File: src/rtl/pc_fetch_unit.sv
// -----------------------------------------------------------------------------
// pc_fetch_unit
//
// Program-counter generator for the instruction fetch stage. It holds the
// current fetch address and chooses the next one from, highest priority first:
// a jump, a taken branch, a redirect saved while the pipeline was stalled, or
// the sequential address. While stalled, pc is frozen and any incoming
// redirect is saved until the stall is released.
//
// Optional feature: define PC_FETCH_COUNT_EN to add the fetch_count output,
// a 16-bit saturating count of pc updates.
//
// Parameters
//   PC_W      PC / address width
//   RESET_PC  pc value loaded on reset
//   PC_INC    sequential increment (word addressing)
//
// Ports
//   clk               in   rising-edge clock
//   rst_n             in   asynchronous active-low reset
//   stall             in   hazard hold, freezes pc
//   imem_ready        in   instruction memory accepted the fetch at pc
//   branch_taken      in   redirect to pc_const
//   pc_const          in   branch target
//   jump              in   redirect to jump_addr
//   jump_addr         in   absolute jump target
//   pc                out  current fetch address (registered)
//   pc_plus_4         out  pc + PC_INC, wrapping at PC_W bits
//   fetch_valid       out  pc is a valid fetch request
//   redirect_pending  out  a redirect is waiting for the stall to release
//   fetch_count       out  (PC_FETCH_COUNT_EN only) saturating update count
// -----------------------------------------------------------------------------
module pc_fetch_unit #(
    parameter int          PC_W     = 5,
    parameter int unsigned RESET_PC = 0,
    parameter int unsigned PC_INC   = 1
) (
    input  logic            clk,
    input  logic            rst_n,
    input  logic            stall,
    input  logic            imem_ready,
    input  logic            branch_taken,
    input  logic [PC_W-1:0] pc_const,
    input  logic            jump,
    input  logic [PC_W-1:0] jump_addr,
    output logic [PC_W-1:0] pc,
    output logic [PC_W-1:0] pc_plus_4,
    output logic            fetch_valid,
    output logic            redirect_pending
`ifdef PC_FETCH_COUNT_EN
    ,
    output logic [15:0]     fetch_count
`endif
);

    typedef enum logic [1:0] {
        S_BOOT = 2'd0,
        S_RUN  = 2'd1,
        S_HOLD = 2'd2
    } state_t;

    state_t          r_state;
    state_t          w_state_nxt;
    logic [PC_W-1:0] r_pc;
    logic [PC_W-1:0] w_pc_nxt;
    logic [PC_W-1:0] w_pc_seq;
    logic            r_pend_vld;
    logic            w_pend_vld_nxt;
    logic [PC_W-1:0] r_pend_tgt;
    logic [PC_W-1:0] w_pend_tgt_nxt;
    logic            w_pc_load;

    // Addition truncates to PC_W bits, giving the required wrap-around.
    assign w_pc_seq = r_pc + PC_W'(PC_INC);

    always_ff @(posedge clk or negedge rst_n) begin
        if (!rst_n) begin
            r_state    <= S_BOOT;
            r_pc       <= PC_W'(RESET_PC);
            r_pend_vld <= 1'b0;
            r_pend_tgt <= '0;
        end else begin
            r_state    <= w_state_nxt;
            r_pc       <= w_pc_nxt;
            r_pend_vld <= w_pend_vld_nxt;
            r_pend_tgt <= w_pend_tgt_nxt;
        end
    end

    always_comb begin
        w_state_nxt    = r_state;
        w_pc_nxt       = r_pc;
        w_pend_vld_nxt = r_pend_vld;
        w_pend_tgt_nxt = r_pend_tgt;
        w_pc_load      = 1'b0;
        case (r_state)
            S_BOOT: begin
                // All fetch inputs are ignored for the single boot cycle.
                w_state_nxt = S_RUN;
            end
            S_RUN, S_HOLD: begin
                if (stall) begin
                    w_state_nxt = S_HOLD;
                    // A newer redirect replaces any saved one; jump wins.
                    if (jump) begin
                        w_pend_vld_nxt = 1'b1;
                        w_pend_tgt_nxt = jump_addr;
                    end else if (branch_taken) begin
                        w_pend_vld_nxt = 1'b1;
                        w_pend_tgt_nxt = pc_const;
                    end
                end else begin
                    w_state_nxt    = S_RUN;
                    // The saved redirect is consumed (or superseded) here.
                    w_pend_vld_nxt = 1'b0;
                    if (jump) begin
                        w_pc_nxt  = jump_addr;
                        w_pc_load = 1'b1;
                    end else if (branch_taken) begin
                        w_pc_nxt  = pc_const;
                        w_pc_load = 1'b1;
                    end else if (r_pend_vld) begin
                        w_pc_nxt  = r_pend_tgt;
                        w_pc_load = 1'b1;
                    end else if (imem_ready) begin
                        w_pc_nxt  = w_pc_seq;
                        w_pc_load = 1'b1;
                    end
                end
            end
            default: begin
                w_state_nxt = S_BOOT;
            end
        endcase
    end

    assign pc               = r_pc;
    assign pc_plus_4        = w_pc_seq;
    assign fetch_valid      = (r_state != S_BOOT);
    assign redirect_pending = r_pend_vld;

`ifdef PC_FETCH_COUNT_EN
    logic [15:0] r_fetch_count;

    always_ff @(posedge clk or negedge rst_n) begin
        if (!rst_n) begin
            r_fetch_count <= '0;
        end else if (w_pc_load && (r_fetch_count != 16'hFFFF)) begin
            r_fetch_count <= r_fetch_count + 16'd1;
        end
    end

    assign fetch_count = r_fetch_count;
`endif

endmodule

File: config.mk
export PLATFORM = sky130hd
export DESIGN_NAME = pc_fetch_unit
export DESIGN_NICKNAME = d
export VERILOG_FILES = /design/src/rtl/pc_fetch_unit.sv
export SDC_FILE = /design/constraint.sdc
export NUM_CORES = 1
export LEC_CHECK = 0
export BUFFER_PORTS_ARGS = -buffer_cell sky130_fd_sc_hd__buf_2
export CAP_MARGIN = 15
export CORE_MARGIN = 8
export CORE_UTILIZATION = 55
export CTS_BUF_LIST = sky130_fd_sc_hd__clkbuf_4 sky130_fd_sc_hd__clkbuf_8
export CTS_CLUSTER_DIAMETER = 40
export DETAILED_ROUTE_END_ITERATION = 10
export PLACE_DENSITY = 0.85
export SKIP_LAST_GASP = 1
export SLEW_MARGIN = 20
export SYNTH_ARGS = -nofsm -noshare
export SYNTH_HDL_FRONTEND = slang
export SYNTH_SLANG_ARGS = --single-unit
File: constraint.sdc
create_clock -name clk -period 2.5 [get_ports clk]
set_clock_uncertainty 0.2 [all_clocks]
set_input_delay 0.375 -clock clk [delete_from_list [all_inputs] [get_ports clk]]
set_output_delay 0.375 -clock clk [all_outputs]
set_load 0.02 [all_outputs]
# --- After elaboration in Yosys (flattened, before gate mapping) ---
# Index checks and enable logic that the tools add are counted.
word_totals:
  regBits: 13
  inputBits: 16
  out_inout_bits: 12
  wordCells: 28
op_classes:
  addsub: 1
  n_eq_ne: 3
  mux: 11
  bitwise_logic: 1
  reduce_logical: 8
ops:
  columns: ["op", "count"]
  rows:
  - ["$mux W5", 6]
  - ["$reduce_and A3 Y1", 2]
  - ["$add A5 B1 Y5 const B", 1]
  - ["$pmux W2 S2", 1]
  - ["$reduce_bool A2 Y1", 2]
  - ["$reduce_bool A4 Y1", 1]
  - ["$mux W1", 3]
  - ["$ne A3 B1 Y1 const B", 1]
  - ["$eq A2 B1 Y1 const B", 1]
  - ["$eq A2 B2 Y1 const B", 1]
  - ["$logic_not A2 Y1", 1]
  - ["$mux W2", 1]
  - ["$reduce_and A2 Y1", 1]
  - ["$reduce_or A2 Y1", 1]
  - ["$not A1 Y1", 1]

# --- Longest topological paths before layout ---
# Gate-level depths: netlist (run 1).
logic_depth:
  word_depth: 5
  mapped_depth: 5
  depth_no_buf: 5

# --- Worst setup path before layout (run 1) ---
# Ideal clock, no wire load.
synth_path:
  path_type: "reg-to-reg"
  from: "register r_pc[0], in the netlist pc[0]"
  to: "register r_pc[1], in the netlist pc[1]"
  setup_time_ns: 0.130
  arrival_ns: 1.544
  required_ns: 2.170
  setup_slack_ns: 0.626
  path_stages_with_launch: 5
  n_path_buf: 0
  synth_period_minus_slack_ns: 1.874
  cell_sequence: "dfrtp_1 > ha_1 > mux2_2 > a222oi_1 > a21oi_1"
synth_between:
  elab_chain_len: 5
synth_rtl:
  columns: ["element", "line", "rtl"]
  rows:
  - ["from (decl)", "64", "logic [PC_W-1:0] r_pc;"]
  - ["from (signal assigned)", "79", "r_pc <= PC_W'(RESET_PC);"]
  - ["from (signal assigned)", "84", "r_pc <= w_pc_nxt;"]
  - ["$add A5 B1 Y5", "74", "assign w_pc_seq = r_pc + PC_W'(PC_INC);"]
  - ["net pc_plus_4[1]", "47", "output logic [PC_W-1:0] pc_plus_4,"]
  - ["$mux W5", "125", "end else if (imem_ready) begin"]
  - ["$mux W5", "122", "end else if (r_pend_vld) begin"]
  - ["$mux W5", "119", "end else if (branch_taken) begin"]
  - ["$mux W5", "116", "if (jump) begin"]
# The timed path passes the listed nets, and every way through them passes these cells. The select of a mux whose other input is x is not followed.
# A chain may end at the register's enable or synchronous reset.

# --- Worst setup path in the final report (run 1) ---
layout_path:
  from: "register r_pc[0], in the netlist pc[0]"
  to: "output port pc_plus_4[4]"
layout_between:
  elab_chain_len: 1
layout_rtl:
  columns: ["element", "line"]
  rows:
  - ["$add A5 B1 Y5", "74"]
  - ["to (decl)", "47"]
# Every way passes these cells.

==> flow_summary.yaml, run 1 <==
critical_path:
  crit_path_cell_trace: "ha_1, nand3_1, xnor2_1, buf_2"
  path_class: "reg2out"
  cp_max_fo: 5
  crit_slowest_cell: "dfrtp_1"
  cp.required_ns: 1.92
  startpoint_type: "flop"
  cp.arrival_ns: 1.42
  crit_path_max_incr_delay_ns: 0.42
  worstSetupEndpointType: "output port"
drt:
  wl_per_cell_microns: 15.3
  via_per_inst: 5.87
  firstDrtPassIters: 4
  drc_errors: 0
  via_count: 828
  wl_microns: 2160
  drt_iter0_markers: 26
  ant_nets: 0
global_routing:
  grt_pass1_vias: 862
  antenna_found_initial: 0
  grt_pass1_wl_microns: 3710
  grt_use_total: 0.139
  grt_overflow: 0
  grt_max_degree: 20
finish:
  nets: 145
  final-seq-area_sq_um: 325
  syn_to_final_growth_pct: 19.3
  drive_above_1_share: 0.288
  layout_commonest_cell: "buf_2"
  layout_common_cells: "27 x buf_2, 13 x dfrtp_1, 7 x o21ai_0"
  multi_input_area_sq_um: 503
  n_fill_cell: 138
  diodes: 0
synthesis:
  yosysWarnings: 0
  synth-main-ff-cell: "dfrtp_1"
  synth_area_leader_cell: "dfrtp_1"
  syn_nets: 116
  async_reset_ff_frac: 1.00
  syn-cell-area_sq_um: 877
  synth-seq-area-share: 0.371
  ys_types: 34
  synth-seq-cells: 13
  syn_inst: 97
  yosysTopAreaCellShare: 0.371
  ys_top_cells_by_area: "dfrtp_1 37%, ha_1 4.3%, nor2b_1 4.3%"
  postSynthAreaPerCell_sq_um: 9.04
  synth_edf_count: 0
clock_tree:
  clock_insertion_delay_worst_skew_ns: 0.28
  cts_tree: "done"
  postCtsHoldBufs: 1
  cts-root-buf: "clkbuf_4"
  htreeDepth: 1
  clk_pin_slew_ns: 0.09
  cts_buffers: 3
  clock_sinks: 13
  cts_resized: 0
  post_cts_buffers: 0
  cts.path.max_buffers: 2
timing:
  tightest_slew_ns: 0.601
  fin_crit_ns: 1.99
  hold-worst-slack_ns: 0.170
  fin_setup_tns_ns: 0
  timing.fmax_ghz: 0.501
  rsz0062_at_grt: "no"
  setup_viol: 0
  final_hold_viol_count: 0
  slew_violations: 0
  relSlewSlack: 0.597
  period_share: 0.798
pwr:
  power_density_nw_per_um2: 1240
  vdd_drop_max_mv: 0.625
  power_leakage_uw: 0.000484
floorplan:
  initial_utilization: 0.582
  fp.coreArea_sq_um: 1510
  ios: 28
  placementRows: 14
  die_area_sq_um: 3130
  die_y_microns: 55.9
  die_x_microns: 55.9
status:
  outcome: "complete, no violations"
run:
  drv_cap: 0
place:
  portBuffers: 27
  gp_congestion: 0.840
  hpwlAfterDp_microns: 1700
worst_hold_path:
  hp-class: "in2reg"
-- cell usage after synthesis (2+ instances only) --
cell	instances
nand4_1	2
inv_1	6
xnor2_1	2
nand2b_1	3
a21oi_1	6
ha_1	3
nor2_1	5
nand3_1	3
buf_2	3
o211ai_1	4
o21ai_0	7
a31oi_1	3
and2_1	3
a21boi_0	2
mux2_2	3
nor2b_1	6
dfrtp_1	13
nand3b_1	2
nand2_1	6
-- cell type report --
cell class,instances,area share
inverters,6,0.0215
repair buffers,28,0.139
multi-input cells,74,0.481
clock buffers,4,0.0287
well taps,16,0.0191
flip-flops and latches,13,0.311
-- per-layer routing --
metal,vias to the layer above,part of all wire,global-route usage
li1,407,-,-
met4,0,0.0079,0.0412
met2,28,0.48,0.226
met1,389,0.44,0.163
met3,4,0.071,0.0571
met5,-,0,0
-- worst paths after layout --
kind | slack, ns | cells past startpoint | endpoint | startpoint
worst max-delay path | 0.51 | 4 | pc_plus_4[4] | pc[0]
worst min-delay path | 0.17 | 3 | r_pend_tgt[2] | jump_addr[2]
worst max register to register | 0.68 | 3 | pc[1] | redirect_pending
worst min register to register | 0.28 | 2 | r_pend_tgt[1] | r_pend_tgt[1]
max in group asynchronous | 1.56 | 2 | pc[0] | rst_n
min in group asynchronous | 0.30 | 2 | r_pend_tgt[4] | rst_n
-- worst max-delay path, delay by kind of cell (launching register included) --
family                   cells  cell delay [ns]
adder cells (fa/ha/maj)      1             0.26
buffers and inverters        1             0.18
flip-flops                   1             0.42
XOR/XNOR                     1             0.15
AND/OR/NAND/NOR              1             0.14
-- cells by family (layout without fill, tap and decap cells) --
kind of cell	after synthesis	count (layout)	share of synthesized area
DFF	13	13	0.371
xor gates and xnor gates	3	3	0.0300
buffers and inverters	10	38	0.0556
adders and majority gates	3	3	0.0428
and+or+nand+nor	35	35	0.234
muxes	4	4	0.0499
AOI/OAI and AO/OA	29	29	0.217
-- registers in the layout, summed over array words and instances, names as in the netlist --
name,count
redirect_pending,1
r_state,2
pc,5
r_pend_tgt,5
-- power by group --
part           leakage [uW]  total (uW)  switching (uW)  internal, uW
sequential         0.000158         432             120           312
combinational      0.000308         722             426           296
clock             0.0000184         144            71.0          72.7
-- per-stage QoR --
stage	utilization	instances	setup slack, ns	total power, uW	instance area, sq um
detailed placement	0.668	136	0.738	1160	1010
finish	0.694	141	0.505	1300	1050
CTS	0.694	141	0.501	1300	1050
global placement	0.668	136	0.781	1130	1010
floorplan	-	97	0.626	938	877
global route	0.694	141	0.408	1410	1050
Note: power is estimated with default switching activity, not from simulation.
==> run 2, diff against run 1 <==
ABC_AREA = 1   (was not set)
CORE_UTILIZATION = 46   (was 55)
PLACE_DENSITY = 0.77   (was 0.85)
clock period = 1.63 ns   (was 2.5 ns; I/O delays follow)
==> run 2 against run 1 <==
  * Global-route usage is 0.58 points lower
  * Combinational power rose by 87%
  * Highest routed layer unchanged
  * Critical path depth increased by 1
  * Critical endpoint unchanged
  * Sequential cell count stayed put
  * Via count up 3.5%
  * Non-clock buffer count rose by 7
  * Final area up 9.2%
  * Area after synthesis shrank 6.1%
  * Wire length down 0.51%
  * The run now ends with negative setup slack left
  * Synthesized cell count is 19% higher
  * Core utilization shrank 2.5 points
  * Critical path type unchanged
  * Setup slack got worse by 0.54 ns
==> flow_summary.yaml, run 2 <==
synthesis:
  async_reset_ff_frac: 1.00
  synth-seq-cells: 13
  postSynthAreaPerCell_sq_um: 7.16
  synth-main-ff-cell: "dfrtp_1"
  synthTopCellsByCount: "42 x nand2_1, 14 x inv_1, 13 x dfrtp_1"
  yosysMostFrequentCell: "nand2_1"
  synth-seq-area-share: 0.395
  synth_edf_count: 0
  synth_area_leader_cell: "dfrtp_1"
  yosysWarnings: 0
  ys_types: 18
  syn_nets: 134
  syn-cell-area_sq_um: 823
  yosysTopAreaCellShare: 0.395
  ys_top_cells_by_area: "dfrtp_1 40%, nand2_1 19%, inv_1 6.4%"
  syn_inst: 115
pwr:
  vdd_drop_max_mv: 1.10
  totalPowerFinal_uw: 2190
  power_density_nw_per_um2: 1920
  p_clk_frac: 0.097
  p_sw_uw: 1020
  power_leakage_uw: 0.000631
  swShare: 0.464
  intPower_uw: 1170
  combPwrFrac: 0.615
  pwr-share-seq: 0.288
global_routing:
  antenna_found_initial: 0
  grt_most_used_layer: "met2"
  use_met1: 0.136
  grt_max_degree: 14
  grt_overflow: 0
  grt_use_met3: 0.0522
  grt_pass1_wl_microns: 3510
  grt_use_total: 0.133
  gr-usage-met2: 0.238
  grt_pass1_vias: 824
critical_path:
  cp.required_ns: 1.19
  path_class: "reg2out"
  cp_max_fo: 3
  startpoint_type: "flop"
  cp.arrival_ns: 1.22
  worstSetupEndpointType: "output port"
clock_tree:
  cts_buffers: 3
  cts.path.max_buffers: 2
  cts_tree: "done"
  clock_insertion_delay_worst_skew_ns: 0.28
  cts-root-buf: "clkbuf_4"
  clk_pin_slew_ns: 0.08
  clock_sinks: 13
  htreeDepth: 1
finish:
  syn_to_final_growth_pct: 38.8
  diodes: 0
  drive_above_1_share: 0.344
  nets: 174
  fin_area_sq_um: 1140
  post-route-util: 0.669
  layout_common_cells: "41 x nand2_1, 24 x buf_2, 14 x inv_1"
  layout_commonest_cell: "nand2_1"
  n_fill_cell: 143
timing:
  setup_slack_ns: -0.0380
  slew_violations: 0
  period_share: 1.02
  fin_crit_ns: 1.67
  relSlewSlack: 0.803
  timing.fmax_ghz: 0.600
  final_hold_viol_count: 0
  tightest_slew_ns: 0.295
  rsz0062_at_grt: "yes"
  setup_viol: 3
place:
  place_area_sq_um: 997
  hpwlAfterDp_microns: 1690
  portBuffers: 27
  gp_congestion: 0.855
floorplan:
  die_area_sq_um: 3400
  fp.coreArea_sq_um: 1710
  die_y_microns: 58.3
  ios: 28
  placementRows: 15
  initial_utilization: 0.482
  die_x_microns: 58.3
status:
  outcome: "complete, but fails checks"
  violations: "negative setup slack"
drt:
  wl_microns: 2150
  drt_iter0_markers: 20
  via_count: 857
  wl_per_cell_microns: 12.0
  firstDrtPassIters: 4
  ant_nets: 0
  drc_errors: 0
  via_per_inst: 4.79
run:
  drv_cap: 0
worst_hold_path:
  hp-class: "in2reg"
[run 2: cell types whose count changed after synthesis, sizes merged, moves of 4 or more]
cell | before | now
o21ai | 7 | 11
o211ai | 4 | 0
buf | 4 | 0
inv | 6 | 18
nand2 | 6 | 44
nor2 | 5 | 10
nor2b | 6 | 0
[run 2: cells by family (layout without fill, tap and decap cells)]
| kind of cell | after synthesis | after routing | synth area share |
|---|---|---|---|
| simple gates | 62 | 62 | 0.351 |
| compound gates | 18 | 18 | 0.112 |
| buf+inv | 18 | 57 | 0.0851 |
| flops | 13 | 13 | 0.395 |
| fa+ha+maj | 3 | 3 | 0.0456 |
| xor+xnor | 1 | 1 | 0.0106 |
[run 2: worst max-delay path, cell delays in order (launching register included)]
cell	delay (ns)
dfrtp_1	0.42
ha_4	0.18
nand3_2	0.08
nand2_2	0.07
nand2_1	0.06
buf_6	0.13
[run 2: repair_timing]
| item | CTS | global route |
|---|---|---|
| setup endpoints to repair | 4 | 6 |
| resized for setup | 9 | 3 |
| hold buffers | 1 | 0 |
| endpoints found under the hold margin | 13 | 0 |
| setup buffers | 6 | 1 |
| pin swaps | 5 | 3 |
[run 2: final cells by class]
cell class	instances	area, sq um	area share
multi-input cells	84	468	0.410
flip-flops and latches	13	327	0.286
repair buffers	35	216	0.189
inverters	18	70.1	0.0613
well taps	25	31.3	0.0274
clock buffers	4	30.0	0.0263
[run 2: worst paths after layout]
path / cells after the start / startpoint / endpoint / slack [ns]
max in group asynchronous: 2 / rst_n / pc[2] / 0.82
hold reg to reg: 2 / r_pend_tgt[0] / r_pend_tgt[0] / 0.33
min in group asynchronous: 2 / rst_n / redirect_pending / 0.17
setup reg to reg: 9 / pc[0] / pc[4] / 0.02
setup / recovery: 5 / pc[0] / pc_plus_4[4] / -0.04
hold / removal: 3 / stall / r_state[1] / 0.01
[run 2: power by group through the flow]
stage | logic, uW | clock network [uW] | registers, uW
after floorplan | 677 | 0 | 686
after global placement | 1040 | 0 | 617
after detailed placement | 1060 | 0 | 632
after CTS | 1280 | 223 | 626
after global routing | 1480 | 237 | 657
final | 1350 | 213 | 630
[run 2: routing by layer]
metal  vias up  wire length (microns)
met2        22                   1140
met1       392                    853
met4         0                     24
li1        438                      -
met5         -                      0
met3         5                    134
[run 2: stage by stage]
stage                     instances  hold slack (ns)  setup WS (ns)  setup TNS (ns)
final                           179           0.0115        -0.0380         -0.0805
after CTS                       178          0.00835        -0.0623          -0.108
after global placement          167          -0.0538          0.141               0
after detailed placement        167          -0.0520         0.0802               0
after floorplan                 115           -0.251         0.0932               0
after global routing            179           0.0192        -0.0892          -0.275
